File: src/rtl/reader_cmd_encoder.sv
// Reader-side downlink command serializer.
// Latches a command and its fields and shifts the frame out MSB first, one bit
// per bitclk. CRC5 (Query) or CRC16 (ReqRN/Read/Write) is computed over the
// payload bits as they go out and appended at the end of the frame.
//
// Handshake: a request is taken when start=1 at a posedge while the encoder is
// not busy (IDLE, or the FINISH cycle in which done is high). That same edge
// presents the first frame bit with bitvalid=1. Every bit with bitvalid=1 is a
// frame bit; there is no back-pressure. done pulses for one cycle after the
// last bit, and start is ignored while busy=1.
module reader_cmd_encoder #(
    parameter logic [4:0]  CRC5_PRESET  = 5'b01001,
    parameter logic [15:0] CRC16_PRESET = 16'hFFFF,
    parameter int          MAX_LEN      = 66
) (
    input  logic        bitclk,
    input  logic        reset,
    input  logic        start,
    input  logic [2:0]  cmd_code,
    input  logic        dr,
    input  logic [1:0]  m,
    input  logic        trext,
    input  logic [1:0]  sel,
    input  logic [1:0]  session,
    input  logic        target,
    input  logic [3:0]  q,
    input  logic [2:0]  updn,
    input  logic [15:0] rn16,
    input  logic [1:0]  membank,
    input  logic [7:0]  wordptr,
    input  logic [7:0]  wordcount,
    input  logic [15:0] wdata,
    output logic        bitout,
    output logic        bitvalid,
    output logic        busy,
    output logic        done,
    output logic [6:0]  cmd_len
);

    localparam int CW = $clog2(MAX_LEN + 1);

    typedef enum logic [1:0] {
        S_IDLE    = 2'd0,
        S_PAYLOAD = 2'd1,
        S_CRC     = 2'd2,
        S_FINISH  = 2'd3
    } state_t;

    state_t state_q, state_d;

    logic [49:0]   shreg;
    logic [CW-1:0] cnt;
    logic [6:0]    plen;
    logic          c5_en;
    logic          c16_en;
    logic [4:0]    crc5;
    logic [15:0]   crc16;

    logic [49:0]   frame;
    logic [6:0]    frame_len;
    logic [6:0]    frame_plen;
    logic          frame_c5;
    logic          frame_c16;

    logic          load;
    logic          pay_shift;
    logic          crc_shift;
    logic          finish;
    logic          pay_last;
    logic          crc_last;

    // One serial CRC5 step, poly x^5+x^3+1.
    function automatic logic [4:0] crc5_step(input logic [4:0] c, input logic b);
        logic fb;
        fb = c[4] ^ b;
        return {c[3:0], 1'b0} ^ (fb ? 5'b01001 : 5'b00000);
    endfunction

    // One serial CRC16-CCITT step, poly x^16+x^12+x^5+1.
    function automatic logic [15:0] crc16_step(input logic [15:0] c, input logic b);
        logic fb;
        fb = c[15] ^ b;
        return {c[14:0], 1'b0} ^ (fb ? 16'h1021 : 16'h0000);
    endfunction

    // Assemble the left-aligned payload and its lengths from the command inputs.
    always_comb begin
        frame      = '0;
        frame_len  = 7'd0;
        frame_plen = 7'd0;
        frame_c5   = 1'b0;
        frame_c16  = 1'b0;
        unique case (cmd_code)
            3'd0: begin
                frame      = {2'b00, session, 46'd0};
                frame_plen = 7'd4;
                frame_len  = 7'd4;
            end
            3'd1: begin
                frame      = {2'b01, rn16, 32'd0};
                frame_plen = 7'd18;
                frame_len  = 7'd18;
            end
            3'd2: begin
                frame      = {4'b1000, dr, m, trext, sel, session, target, q, 33'd0};
                frame_plen = 7'd17;
                frame_len  = 7'd22;
                frame_c5   = 1'b1;
            end
            3'd3: begin
                frame      = {4'b1001, session, updn, 41'd0};
                frame_plen = 7'd9;
                frame_len  = 7'd9;
            end
            3'd4: begin
                frame      = {8'b1100_0000, 42'd0};
                frame_plen = 7'd8;
                frame_len  = 7'd8;
            end
            3'd5: begin
                frame      = {8'b1100_0001, rn16, 26'd0};
                frame_plen = 7'd24;
                frame_len  = 7'd40;
                frame_c16  = 1'b1;
            end
            3'd6: begin
                frame      = {8'b1100_0010, membank, wordptr, wordcount, rn16, 8'd0};
                frame_plen = 7'd42;
                frame_len  = 7'd58;
                frame_c16  = 1'b1;
            end
            default: begin
                frame      = {8'b1100_0011, membank, wordptr, wdata, rn16};
                frame_plen = 7'd50;
                frame_len  = 7'd66;
                frame_c16  = 1'b1;
            end
        endcase
    end

    assign pay_last = (cnt == CW'(plen - 7'd1));
    assign crc_last = (cnt == CW'(cmd_len - 7'd1));

    // State register.
    always_ff @(posedge bitclk or posedge reset) begin
        if (reset) state_q <= S_IDLE;
        else       state_q <= state_d;
    end

    // Next state and per-edge datapath actions. FINISH is the done cycle and
    // already counts as idle, which gives the one-cycle minimum frame gap.
    always_comb begin
        state_d   = state_q;
        load      = 1'b0;
        pay_shift = 1'b0;
        crc_shift = 1'b0;
        finish    = 1'b0;
        unique case (state_q)
            S_IDLE, S_FINISH: begin
                if (start) begin
                    load    = 1'b1;
                    state_d = S_PAYLOAD;
                end else begin
                    state_d = S_IDLE;
                end
            end
            S_PAYLOAD: begin
                if (!pay_last) begin
                    pay_shift = 1'b1;
                end else if (c5_en || c16_en) begin
                    crc_shift = 1'b1;
                    state_d   = S_CRC;
                end else begin
                    finish    = 1'b1;
                    state_d   = S_FINISH;
                end
            end
            default: begin
                if (!crc_last) begin
                    crc_shift = 1'b1;
                end else begin
                    finish    = 1'b1;
                    state_d   = S_FINISH;
                end
            end
        endcase
    end

    // Shift register, counter, CRC registers and registered outputs.
    always_ff @(posedge bitclk or posedge reset) begin
        if (reset) begin
            shreg    <= '0;
            cnt      <= '0;
            plen     <= 7'd0;
            c5_en    <= 1'b0;
            c16_en   <= 1'b0;
            crc5     <= CRC5_PRESET;
            crc16    <= CRC16_PRESET;
            bitout   <= 1'b0;
            bitvalid <= 1'b0;
            busy     <= 1'b0;
            done     <= 1'b0;
            cmd_len  <= 7'd0;
        end else begin
            done <= finish;
            if (load) begin
                shreg    <= {frame[48:0], 1'b0};
                bitout   <= frame[49];
                bitvalid <= 1'b1;
                busy     <= 1'b1;
                cmd_len  <= frame_len;
                plen     <= frame_plen;
                c5_en    <= frame_c5;
                c16_en   <= frame_c16;
                cnt      <= '0;
                crc5     <= frame_c5  ? crc5_step(CRC5_PRESET, frame[49])   : CRC5_PRESET;
                crc16    <= frame_c16 ? crc16_step(CRC16_PRESET, frame[49]) : CRC16_PRESET;
            end else if (pay_shift) begin
                shreg  <= {shreg[48:0], 1'b0};
                bitout <= shreg[49];
                cnt    <= cnt + 1'b1;
                if (c5_en)  crc5  <= crc5_step(crc5, shreg[49]);
                if (c16_en) crc16 <= crc16_step(crc16, shreg[49]);
            end else if (crc_shift) begin
                cnt <= cnt + 1'b1;
                if (c5_en) begin
                    bitout <= crc5[4];
                    crc5   <= {crc5[3:0], 1'b0};
                end else begin
                    bitout <= ~crc16[15];
                    crc16  <= {crc16[14:0], 1'b0};
                end
            end else if (finish) begin
                bitout   <= 1'b0;
                bitvalid <= 1'b0;
                busy     <= 1'b0;
                crc5     <= CRC5_PRESET;
                crc16    <= CRC16_PRESET;
            end
        end
    end

endmodule

File: config.mk
export PLATFORM = sky130hd
export DESIGN_NAME = reader_cmd_encoder
export DESIGN_NICKNAME = d
export VERILOG_FILES = /design/src/rtl/reader_cmd_encoder.sv
export SDC_FILE = /design/constraint.sdc
export NUM_CORES = 1
export LEC_CHECK = 0
export CAP_MARGIN = 20
export CORE_MARGIN = 5
export CORE_UTILIZATION = 50
export DETAILED_ROUTE_END_ITERATION = 10
export DONT_BUFFER_PORTS = 1
export PLACE_DENSITY = 0.68
export SLEW_MARGIN = 5
export SYNTH_ARGS = -nofsm -noshare
export SYNTH_HDL_FRONTEND = slang
export SYNTH_SLANG_ARGS = --single-unit
File: constraint.sdc
create_clock -name bitclk -period 3.5 [get_ports bitclk]
set_input_delay 0.875 -clock bitclk [delete_from_list [all_inputs] [get_ports bitclk]]
set_output_delay 0.875 -clock bitclk [all_outputs]
set_load 0.01 [all_outputs]
==> impl_results.md, run 1 <==
* Final Util at 54.4%
* Pin count of the biggest net entering global routing at 85
* Clock root buffer: sky130_fd_sc_hd__clkbuf_16
* Number of diodes at 0
* Die area at 13,900 um^2
* Post-CTS Hold Buffers at 0
* Class of the tightest hold or removal check: in -> async
* Number of post-CTS setup repair buffers at 0
* Initial core utilization at 50.9%
* Standard-cell rows at 39
* Worst path slowest cell: sky130_fd_sc_hd__dfrtp_1
* Filler Cell Count at 1,022
* # H-tree levels at 3
* Highest ir drop seen on vdd at 627 uV
* CTS tree: built
* Detailed-routing iteration count for the pre-antenna-repair pass at 5
* Post-Layout Inst Area at 6210 um^2
* Launching point of the worst reg2reg path: cmd_len[0]$_DFFE_PP0P_
* Most Frequent Cell on Critical Path: sky130_fd_sc_hd__buf_4
* Max-slew violations at 0
* Routed wirelength normalized by instance count at 19.7 um
* Floorplan die height at 118 um
* Classification of the worst setup path: reg -> reg
* Syn Nets at 672
* Launch point of the worst path: cmd_len[0]$_DFFE_PP0P_
* Most frequent standard cell in the layout excluding fill and tap cells: sky130_fd_sc_hd__dfrtp_1
* Number of primary I/O pins at 83
* Crit-path cells: inv_1 -> ha_1 -> xnor3_1 -> nand4_1 -> a21o_1 -> a211oi_1 -> buf_4 -> and4b_4 -> o21ai_4 -> buf_4 -> mux2_2
* Worst-case setup slack after placement at 0.395 ns
* Maximum operating frequency at 322 MHz
* Worst-case headroom to the max-slew limit at 53.7%
* Synth warn at 0
* Slew of the pin with the lowest slew margin at 0.691 ns
* Share of cells above drive strength 1 at 13.0%
* Hpwl dp at 9.93 mm
* Sequential share of the synthesized area at 41.7%
* DRC errors left at 0
* Clock tree buffer depth at 2
* Category of cells accounting for the largest share of critical-path delay: buffers and inverters
* Fraction of registers with async set or reset after synthesis at 100%
* Register bit count reported by yosys at 96
* Number of antenna-violating nets in the routed design at 0
* Endpoint type of the worst setup path: register
* Result of the run: finished clean
* Startpoint class of the critical path: register
* Vias at 4,496
* First DRT Iteration DRCs at 282
* Flip-flop cell with the highest count after synthesis: sky130_fd_sc_hd__dfrtp_1
* Per-cell via count in the routed design at 6.25
* Synthesized cell area at 5810 um^2
* Crit-path max FO at 15
* Routability cong. at 0.823
* Area of the core at 11,400 um^2
* Antenna violations before repair at 0
* Gate count after technology mapping at 595
* Area growth from synthesis to layout at 6.78%
* Number of flops mapped to enable cells by yosys at 0
* Required time of the critical path at 3.78 ns
* Critical path's largest stage delay at 0.49 ns
* Total detailed-routing wirelength at 14.2 mm
* Setup TNS at 0 ns
* Wire length of the first global-routing pass at 23.5 mm
* Combined flip-flop and latch cell area at 2420 um^2
* Number of hold-slack violations in the final timing report at 0
* Number of buffers inserted during clock tree synthesis at 9
* Clock Pin Slew Worst Setup and Hold Paths at 0.07 ns
* Count of unique library cells instantiated by Yosys at 67
* Total of buffers placed on input and output ports at 0
* Final setup slack of the worst path at 0.397 ns
* Setup violations, final at 0
* PostCTS Resize Cnt at 0
* Max-capacitance violation count at 0
* Leakage power figure at 2.71 nW
* Unrepaired setup endpoints after global routing: no
* Data arrival time of the critical path at 3.38 ns
* Combined area of the multi-input logic cells at 3100 um^2
* Power density relative to cell area at 927 nW/um^2
* Die Width at 118 um
* Clk Latency, worst-skew pair at 0.36 ns
* Number of buffers and inverters on the critical path at 3
* Final nets at 648
* Number of clock sinks seen by CTS at 96
* Placement-stage cell area at 5870 um^2
* Leading cell types in the layout, fill and taps excluded: 78 x sky130_fd_sc_hd__dfrtp_1, 75 x sky130_fd_sc_hd__mux2i_1, 46 x sky130_fd_sc_hd__nand2_1
* Combined global-route utilization of all metal layers at 20.8%
* Crit path time final at 3.10 ns
* Worst clock skew at 0.0111 ns
* Overall overflow remaining after global route at 0
* Share of the clock period used by the worst path after layout at 88.7%
* Synth Area per Inst at 9.77 um^2
* Number of global-route vias before repair at 4,487
==> cells by family (layout without fill, tap and decap cells) <==
group                    after synthesis  after routing  share of synthesized area [%]
XOR/XNOR                              19             19                           3.10
flip-flops                            96             96                           41.7
adder cells (fa/ha/maj)                5              5                           1.08
buffers and inverters                 63             44                           4.99
AO/OA/AOI/OAI                        165            165                           18.7
AND/OR/NAND/NOR                      155            155                           13.5
multiplexers                          92             92                           16.8
==> layout make-up <==
cell class / count / share of cell area (%)
flip-flops and latches: 96 / 39.1
well taps: 143 / 2.88
clock buffers: 11 / 3.75
clock inverters: 5 / 1.31
repair buffers: 10 / 1.93
inverters: 18 / 1.13
multi-input cells: 436 / 49.9
==> registers in the layout, indices dropped and copies added (netlist names) <==
name and cells:
plen 5, crc16 16, bitout 1, cnt 7, done 1, c16_en 1
c5_en 1, cmd_len 7, state_q 2, busy 1, shreg 49, crc5 5
==> report_power, final <==
group	internal, W	total (W)	switching (W)
sequential	0.00155	0.00192	0.000372
clock	0.000627	0.00106	0.000433
combinational	0.00127	0.00277	0.00150
==> final timing paths <==
check | endpoint | slack (ns) | depth (start not counted)
setup / recovery | crc16[6]$_DFFE_PP1P_ | 0.40 | 11
hold / removal | shreg[30]$_DFFE_PP0P_ | 0.35 | 1
setup reg to reg | crc16[6]$_DFFE_PP1P_ | 0.40 | 11
hold reg to reg | c16_en$_DFFE_PP0P_ | 0.52 | 1
max in group asynchronous | crc16[2]$_DFFE_PP1P_ | 2.26 | 3
min in group bitclk | c16_en$_DFFE_PP0P_ | 0.52 | 1
==> metal layers <==
layer	vias to the layer above	global-route usage, %	routed length, um
li1	2144	-	-
met1	2202	26.2	5860
met2	134	33.8	7060
met3	16	7.06	1010
met4	0	6.31	227
met5	-	0	0
==> cell usage after synthesis, types with 5 or more instances <==
cell	count	area (um^2)
sky130_fd_sc_hd__a21oi_1	38	190
sky130_fd_sc_hd__a22oi_1	10	75.1
sky130_fd_sc_hd__buf_1	5	18.8
sky130_fd_sc_hd__buf_4	7	52.6
sky130_fd_sc_hd__clkbuf_1	26	97.6
sky130_fd_sc_hd__dfrtp_1	78	1950
sky130_fd_sc_hd__dfstp_2	18	473
sky130_fd_sc_hd__ha_1	5	62.6
sky130_fd_sc_hd__inv_1	18	67.6
sky130_fd_sc_hd__mux2_2	7	78.8
sky130_fd_sc_hd__mux2_4	10	150
sky130_fd_sc_hd__mux2i_1	75	751
sky130_fd_sc_hd__nand2_1	46	173
sky130_fd_sc_hd__nand3_1	7	35.0
sky130_fd_sc_hd__nand3b_1	5	37.5
sky130_fd_sc_hd__nor2_1	38	143
sky130_fd_sc_hd__nor3_1	10	50.1
sky130_fd_sc_hd__o21ai_0	34	170
sky130_fd_sc_hd__o221ai_1	7	61.3
sky130_fd_sc_hd__o22ai_1	29	181
sky130_fd_sc_hd__or3_1	19	119
sky130_fd_sc_hd__xnor2_1	10	87.6
sky130_fd_sc_hd__xor2_1	8	70.1
==> metrics by stage <==
| stage | hold slack (ns) | power [W] | instances |
|---|---|---|---|
| after CTS | 0.520 | 0.00578 | 718 |
| after global placement | 0.496 | 0.00461 | 702 |
| after global routing | 0.352 | 0.00617 | 719 |
| after floorplan | 0.473 | 0.00425 | 595 |
| final | 0.346 | 0.00576 | 719 |
| after detailed placement | 0.505 | 0.00471 | 702 |
==> worst reg2reg max path: cells and delay by family (launching register included) <==
kind                     cells  cell delay, ns
adder cells (fa/ha/maj)      1            0.32
AND/OR/NAND/NOR              2            0.31
buffers and inverters        3            0.61
flip-flops                   1            0.49
AO/OA/AOI/OAI                3            0.61
multiplexers                 1            0.38
XOR/XNOR                     1            0.32
No activity file was read; power rests on OpenSTA's default activity.
==> inputs of run 2 (changes only) <==
- SKIP_LAST_GASP: default -> 1
==> results of run 2 <==
Same layout as run 1: the final DEF is identical, and so are final timing and power.
